**src/rtl/data_sram_req_pkg.sv**
```systemverilog
// +----------------------------------------------------------------------+
// | data_sram_req_pkg                                                     |
// | Shared mem_op codes, FSM encoding and widths for the data SRAM port.  |
// | Rev 1.0 - initial release                                             |
// +----------------------------------------------------------------------+
`default_nettype none

package data_sram_req_pkg;

   localparam int unsigned c_op_w   = 4;
   localparam int unsigned c_data_w = 32;
   localparam int unsigned c_wen_w  = 4;

   localparam logic [c_op_w-1:0] c_op_none = 4'b0000;
   localparam logic [c_op_w-1:0] c_op_lw   = 4'b1111;
   localparam logic [c_op_w-1:0] c_op_lb   = 4'b0001;
   localparam logic [c_op_w-1:0] c_op_lbu  = 4'b0010;
   localparam logic [c_op_w-1:0] c_op_lh   = 4'b0011;
   localparam logic [c_op_w-1:0] c_op_lhu  = 4'b0100;
   localparam logic [c_op_w-1:0] c_op_sb   = 4'b0101;
   localparam logic [c_op_w-1:0] c_op_sh   = 4'b0110;
   localparam logic [c_op_w-1:0] c_op_sw   = 4'b0111;

   typedef enum logic [0:0] {
      ST_IDLE  = 1'b0,
      ST_ISSUE = 1'b1
   } state_t;

   function automatic logic is_load(input logic [c_op_w-1:0] op);
      return (op == c_op_lw) || (op == c_op_lb) || (op == c_op_lbu) ||
             (op == c_op_lh) || (op == c_op_lhu);
   endfunction

   function automatic logic is_misaligned(input logic [c_op_w-1:0] op,
                                          input logic [1:0]        addr_lo);
      logic r;
      r = 1'b0;
      case (op)
         c_op_lh, c_op_lhu, c_op_sh: r = addr_lo[0];
         c_op_lw, c_op_sw:           r = |addr_lo;
         default:                    r = 1'b0;
      endcase
      return r;
   endfunction

endpackage

`default_nettype wire

```
**src/rtl/data_sram_req_store_lane_gen.sv**
```systemverilog
// +----------------------------------------------------------------------+
// | store_lane_gen                                                        |
// | Byte-lane write enables, replicated write data and load code.        |
// | Rev 1.0 - initial release                                             |
// +----------------------------------------------------------------------+
`default_nettype none

module store_lane_gen
   import data_sram_req_pkg::*;
(
   input  logic [c_op_w-1:0]   mem_op,
   input  logic [1:0]          addr_lo,
   input  logic [c_data_w-1:0] st_data,
   output logic [c_wen_w-1:0]  wen,
   output logic [c_data_w-1:0] wdata,
   output logic [c_op_w-1:0]   rd_code
);

   // Misaligned halfword/word ops simply ignore the offending low bits.
   always_comb begin
      wen     = 4'b0000;
      wdata   = '0;
      rd_code = mem_op;
      case (mem_op)
         c_op_sb: begin
            wen     = 4'b0001 << addr_lo;
            wdata   = {4{st_data[7:0]}};
            rd_code = c_op_none;
         end
         c_op_sh: begin
            wen     = addr_lo[1] ? 4'b1100 : 4'b0011;
            wdata   = {2{st_data[15:0]}};
            rd_code = c_op_none;
         end
         c_op_sw: begin
            wen     = 4'b1111;
            wdata   = st_data;
            rd_code = c_op_none;
         end
         default: ;
      endcase
   end

endmodule

`default_nettype wire

```
**src/rtl/data_sram_req.sv**
```systemverilog
// +----------------------------------------------------------------------+
// | data_sram_req                                                         |
// | One-deep request register between EX and the data SRAM port.         |
// | Optional macro MEM_UNALIGN_EXC_EN: trap misaligned ops as exceptions. |
// | Rev 1.0 - initial release                                             |
// +----------------------------------------------------------------------+
`default_nettype none

module data_sram_req
   import data_sram_req_pkg::*;
#(
   parameter int ADDR_W = 32
) (
   input  logic                clk,
   input  logic                rst,
   input  logic                flush,
   input  logic                in_valid,
   input  logic [c_op_w-1:0]   mem_op,
   input  logic [ADDR_W-1:0]   mem_addr,
   input  logic [c_data_w-1:0] st_data,
   input  logic                data_sram_ready,
   output logic                in_ready,
   output logic                data_sram_en,
   output logic [c_wen_w-1:0]  data_sram_wen,
   output logic [ADDR_W-1:0]   data_sram_addr,
   output logic [c_data_w-1:0] data_sram_wdata,
   output logic [c_op_w-1:0]   rd_code,
   output logic                stall_req,
   output logic                exc_adel,
   output logic                exc_ades
);

   state_t                r_state;
   state_t                w_state_nxt;
   logic                  w_accept;
   logic                  w_misalign;
   logic                  w_issue;
   logic [c_wen_w-1:0]    w_wen;
   logic [c_data_w-1:0]   w_wdata;
   logic [c_op_w-1:0]     w_rd_code;

   logic                  r_en;
   logic [c_wen_w-1:0]    r_wen;
   logic [ADDR_W-1:0]     r_addr;
   logic [c_data_w-1:0]   r_wdata;
   logic [c_op_w-1:0]     r_rd_code;

   assign in_ready  = (r_state == ST_IDLE) || ((r_state == ST_ISSUE) && data_sram_ready);
   assign stall_req = (r_state == ST_ISSUE) && !data_sram_ready;
   assign w_accept  = in_valid && in_ready && (mem_op != c_op_none) && !flush;
   assign w_issue   = w_accept && !w_misalign;

   store_lane_gen u_lane (
      .mem_op  (mem_op),
      .addr_lo (mem_addr[1:0]),
      .st_data (st_data),
      .wen     (w_wen),
      .wdata   (w_wdata),
      .rd_code (w_rd_code)
   );

   always_ff @(posedge clk) begin
      if (rst) r_state <= ST_IDLE;
      else     r_state <= w_state_nxt;
   end

   always_comb begin
      w_state_nxt = r_state;
      case (r_state)
         ST_IDLE:  if (w_issue) w_state_nxt = ST_ISSUE;
         ST_ISSUE: if (data_sram_ready) w_state_nxt = w_issue ? ST_ISSUE : ST_IDLE;
         default:  w_state_nxt = ST_IDLE;
      endcase
   end

   // Request fields change only on a new issue or on completion to idle.
   always_ff @(posedge clk) begin
      if (rst) begin
         r_en      <= 1'b0;
         r_wen     <= '0;
         r_addr    <= '0;
         r_wdata   <= '0;
         r_rd_code <= '0;
      end else if (w_issue) begin
         r_en      <= 1'b1;
         r_wen     <= w_wen;
         r_addr    <= {mem_addr[ADDR_W-1:2], 2'b00};
         r_wdata   <= w_wdata;
         r_rd_code <= w_rd_code;
      end else if ((r_state == ST_ISSUE) && data_sram_ready) begin
         r_en      <= 1'b0;
         r_wen     <= '0;
         r_rd_code <= '0;
      end
   end

`ifdef MEM_UNALIGN_EXC_EN
   logic r_exc_adel;
   logic r_exc_ades;

   assign w_misalign = is_misaligned(mem_op, mem_addr[1:0]);

   always_ff @(posedge clk) begin
      if (rst) begin
         r_exc_adel <= 1'b0;
         r_exc_ades <= 1'b0;
      end else begin
         r_exc_adel <= w_accept && w_misalign && is_load(mem_op);
         r_exc_ades <= w_accept && w_misalign && !is_load(mem_op);
      end
   end

   assign exc_adel = r_exc_adel;
   assign exc_ades = r_exc_ades;
`else
   assign w_misalign = 1'b0;
   assign exc_adel   = 1'b0;
   assign exc_ades   = 1'b0;
`endif

   assign data_sram_en    = r_en;
   assign data_sram_wen   = r_wen;
   assign data_sram_addr  = r_addr;
   assign data_sram_wdata = r_wdata;
   assign rd_code         = r_rd_code;

endmodule

`default_nettype wire

```
**config.mk**
```make
export PLATFORM = sky130hd
export DESIGN_NAME = data_sram_req
export DESIGN_NICKNAME = d
export VERILOG_FILES = /design/src/rtl/data_sram_req_pkg.sv /design/src/rtl/data_sram_req_store_lane_gen.sv /design/src/rtl/data_sram_req.sv
export SDC_FILE = /design/constraint.sdc
export NUM_CORES = 1
export LEC_CHECK = 0
export ABC_AREA = 0
export CORE_MARGIN = 5
export CORE_UTILIZATION = 30
export CTS_CLUSTER_DIAMETER = 120
export DETAILED_ROUTE_END_ITERATION = 8
export GPL_TIMING_DRIVEN = 0
export PLACE_DENSITY = 0.69
export RECOVER_POWER = 100
export SLEW_MARGIN = 20
export SYNTH_ARGS = -nofsm -noshare
export SYNTH_HDL_FRONTEND = slang
export SYNTH_SLANG_ARGS = --single-unit
```
**constraint.sdc**
```tcl
create_clock -name clk -period 5.75 [get_ports clk]
set_input_delay 1.725 -clock clk [delete_from_list [all_inputs] [get_ports clk]]
set_output_delay 1.725 -clock clk [all_outputs]
set_load 0.01 [all_outputs]
```
==> out/summary.md <==
At the end of the flow, the number of nets in the layout was 565. The clock period minus worst slack was 5.016 ns. The path type of the worst setup path is in -> out. Dividing total power by cell area gives a power density of 240.7 nW/um^2.

At the worst endpoint, the arrival time is 3.29 ns. On the final layout, the worst clock skew is 0.009794 ns. The proportion of layout cells with a drive suffix above 1 was 6.855%. The part of the cycle the worst path needs is 87.24%, and the count of instances resized after the clock tree is built is 0. The critical path data required time was 4.03 ns. Summed over all nets, the half-perimeter wirelength after detailed placement is 7965 um.

OpenSTA, run right after detailed placement, puts the worst setup slack at 0.9598 ns. The slowest stage of the critical path belongs to the cell sky130_fd_sc_hd__dlygate4sd3_1. Core area: 9774 um^2.

The delay of the slowest critical-path stage is 0.63 ns, and the number of cells in the design after placement is 614. Derived from the worst setup path, the maximum achievable clock frequency is 0.1993 GHz. The logs give 4793 um for the wire length on met2 and 0 for the number of buffers inserted to repair setup after CTS. For the final wirelength, the log shows 10350 um. The final count of pins violating max slew is 0, and the leakage power is 2.000 nW.

The cell area that synthesis handed to floorplanning was 3003 um^2. The worst setup path is captured at an output pin. Via count of the first global-routing pass: 3217. The final total power was 1.153 mW.

The clock tree synthesis step divided the H-tree into 3 levels. Registers take 1441 um^2. After clock tree synthesis, the clock-pin slew on the worst setup and hold paths is 0.07 ns.

The initial standard-cell utilization of the core is 30.72%. TritonCTS built the clock tree. The finished layout holds 630 standard cells, fillers aside. The transition at the pin with the smallest max-transition slack was 0.8477 ns; the number of nets with antenna violations after routing was 0.

Count of final setup violators: 0. Hold slack: 0.4508 ns. Commonest non-fill, non-tap cell in the layout: sky130_fd_sc_hd__dlygate4sd3_1.

The die is 110.0 um wide. CTS saw 72 sinks. Entering global routing, the biggest net connects 13 pins. The flow ran to the end, and the final reports show no timing, DRC or antenna violations. The path class of the tightest hold or removal check is reg -> reg.

Count of endpoints failing hold in the final timing report: 0. The Yosys step of the flow raised 0 warnings. The die covers 12110 um^2. For the max-slew headroom at the worst pin, the log shows 43.37%. Setup repair after global routing left no endpoint under its margin. Combinational logic burns 15.9% of the power.

The logs give 102 for the count of routing violations after the opening detailed-route iteration and 0.2860 mW for the switching power summed over all nets. The share of power burned in registers is 45.2%, and the number of placement rows is 36. The run gives 133.2 uV as the worst ir drop on vdd.

The number of buffers created by CTS was 9; the fraction of power spent switching nets was 24.81%. Buffers inserted to repair hold after CTS numbered 0. The number of buffers and inverters on the critical path is 3. The number of distinct library cell variants in the gate-level netlist after synthesis is 28, and the detailed-route via count is 3043. The tool flagged a number of max-cap violations equal to 0. The post-synthesis instance total came out at 334.

In the layout the commonest cells are 75 x sky130_fd_sc_hd__dlygate4sd3_1, 72 x sky130_fd_sc_hd__dfxtp_1, 69 x sky130_fd_sc_hd__clkdlybuf4s50_1. The kind of cell with the highest combined delay on the critical path was buffers and inverters. Among the stages of the critical path, the cell type that occurs most often is sky130_fd_sc_hd__dlygate4sd3_1. In this run the deepest clock path goes through 2 buffers.

The cell chosen for the clock root is sky130_fd_sc_hd__clkbuf_8. After detailed routing, the number of vias per cell comes to 4.830. The highest signal layer in the routed design was met4. In the routed design, unresolved DRC markers number 0.

A synthesized cell averages 8.991 um^2. During placement, the flow inserted port buffers numbering 144. The number of inserted filler cells in the final layout was 961; the final weighted congestion in routability-driven placement was 0.8722. From synthesis to final layout, the design area changed by 59.50%.

The initial antenna violation count was 1. Number of synthesized register bits: 72. For the I/O pin count, the log shows 150. Final worst slack: 0.7335 ns. After detailed routing, the wire length on met1 is 4200 um. The global route total overflow came out at 0. The cell-internal power was 0.8667 mW; the per-cell routed wire length was 16.43 um. Along the worst path, the maximum fanout reaches 5. The clock insertion delay at the later pin of the skew report came out at 0.35 ns.

Traced cell by cell, the critical path runs through dlygate4sd3_1 > nand2b_1 > inv_1 > dlygate4sd3_1. For this run, the detailed router's first-pass iteration total came to 4. The total met3 wirelength after detailed routing is 1074 um, and the area of the multi-input gates is 1348 um^2.

STA classifies the critical path startpoint as an input pin. The final sum of negative setup slack is 0 ns, and the power share of the clock group is 38.9%. The part of the Yosys area used for sequential elements was 48.00%.

For this run, the total global-route usage over all layers was measured as 17.10%. The first global-routing pass estimated 15940 um of wire. From bottom edge to top edge, the die measures 110.0 um.
[area by class of cell]
cell class	count	area share (%)
Sequential cell	72	30.09
Timing Repair Buffer	144	30.09
Multi-Input combinational cell	231	28.13
Buffer	33	3.501
Tap cell	133	3.474
Clock buffer	10	2.874
Clock inverter	5	1.698
Inverter	1	0.07837
Antenna cell	1	0.05225
[cells in the mapped netlist, drive strengths merged]
cell,count,area [um^2]
or4,1,11.26
a22oi,8,60.06
nor2b,5,31.28
nor3,1,5.000
and3,1,11.26
buf,20,140.1
o21a,2,15.01
nor3b,1,12.51
nor2,15,72.57
mux2,8,90.09
a32oi,3,26.28
a21oi,53,265.3
mux2i,8,80.08
nand3,9,45.04
a22o,40,350.3
clkbuf,13,48.80
conb,1,3.750
dfxtp,72,1441
o21ai,4,20.02
o211ai,1,7.510
nand2,64,240.2
nand2b,3,21.27
inv,1,3.750
[metrics by stage]
step	area, um^2	utilization (%)
2_1_floorplan	3014	-
3_3_place_gp	4622	47.29
3_5_place_dp	4622	47.29
4_1_cts	4841	49.53
5_1_grt	4790	49.00
6_report	4790	49.00
[kinds of logic (layout without fill, tap and decap cells)]
| group | Yosys count | after routing | share of synthesized area [%] |
|---|---|---|---|
| AO/OA/AOI/OAI | 111 | 111 | 24.79 |
| AND/OR/NAND/NOR | 100 | 100 | 15.00 |
| flip-flops | 72 | 72 | 48.00 |
| buffers and inverters | 34 | 193 | 6.417 |
| multiplexers | 16 | 16 | 5.667 |
| other | 1 | 5 | 0.1249 |
[worst min-delay path: cells and delay by family (launching register included)]
family             cells  cell delay (ns)
DFF                    1             0.31
AOI/OAI and AO/OA      1             0.05
and+or+nand+nor        1             0.05
[path summary, 6_finish.rpt]
kind	from	end	slack, ns	cells after the start
worst max-delay path	data_sram_ready	stall_req	0.73	4
worst min-delay path	data_sram_addr[6]$_SDFFE_PP0P_	data_sram_addr[6]$_SDFFE_PP0P_	0.45	2
worst max register to register	r_state$_SDFF_PP0_	data_sram_wdata[30]$_SDFFE_PP0P_	3.27	6
worst min register to register	data_sram_addr[6]$_SDFFE_PP0P_	data_sram_addr[6]$_SDFFE_PP0P_	0.45	2
[routing by layer]
| layer | GRT usage [%] | up-vias |
|---|---|---|
| met4 | 7.569 | 0 |
| met3 | 7.047 | 21 |
| met1 | 18.99 | 1398 |
| met5 | 0 | - |
| met2 | 28.60 | 133 |
| li1 | - | 1491 |
[state kept, by name, summed over array words and instances (netlist names)]
name	flops
rd_code	4
data_sram_wdata	32
data_sram_en	1
data_sram_addr	30
r_state	1
data_sram_wen	4
[power groups by stage]
stage	Combinational, mW	Sequential, mW	Clock, mW
after floorplan	0.0782	0.540	0
after global placement	0.193	0.533	0
after detailed placement	0.195	0.533	0
after CTS	0.196	0.522	0.461
after global routing	0.201	0.523	0.484
final	0.184	0.521	0.448
(Power assumes the default switching activity.)
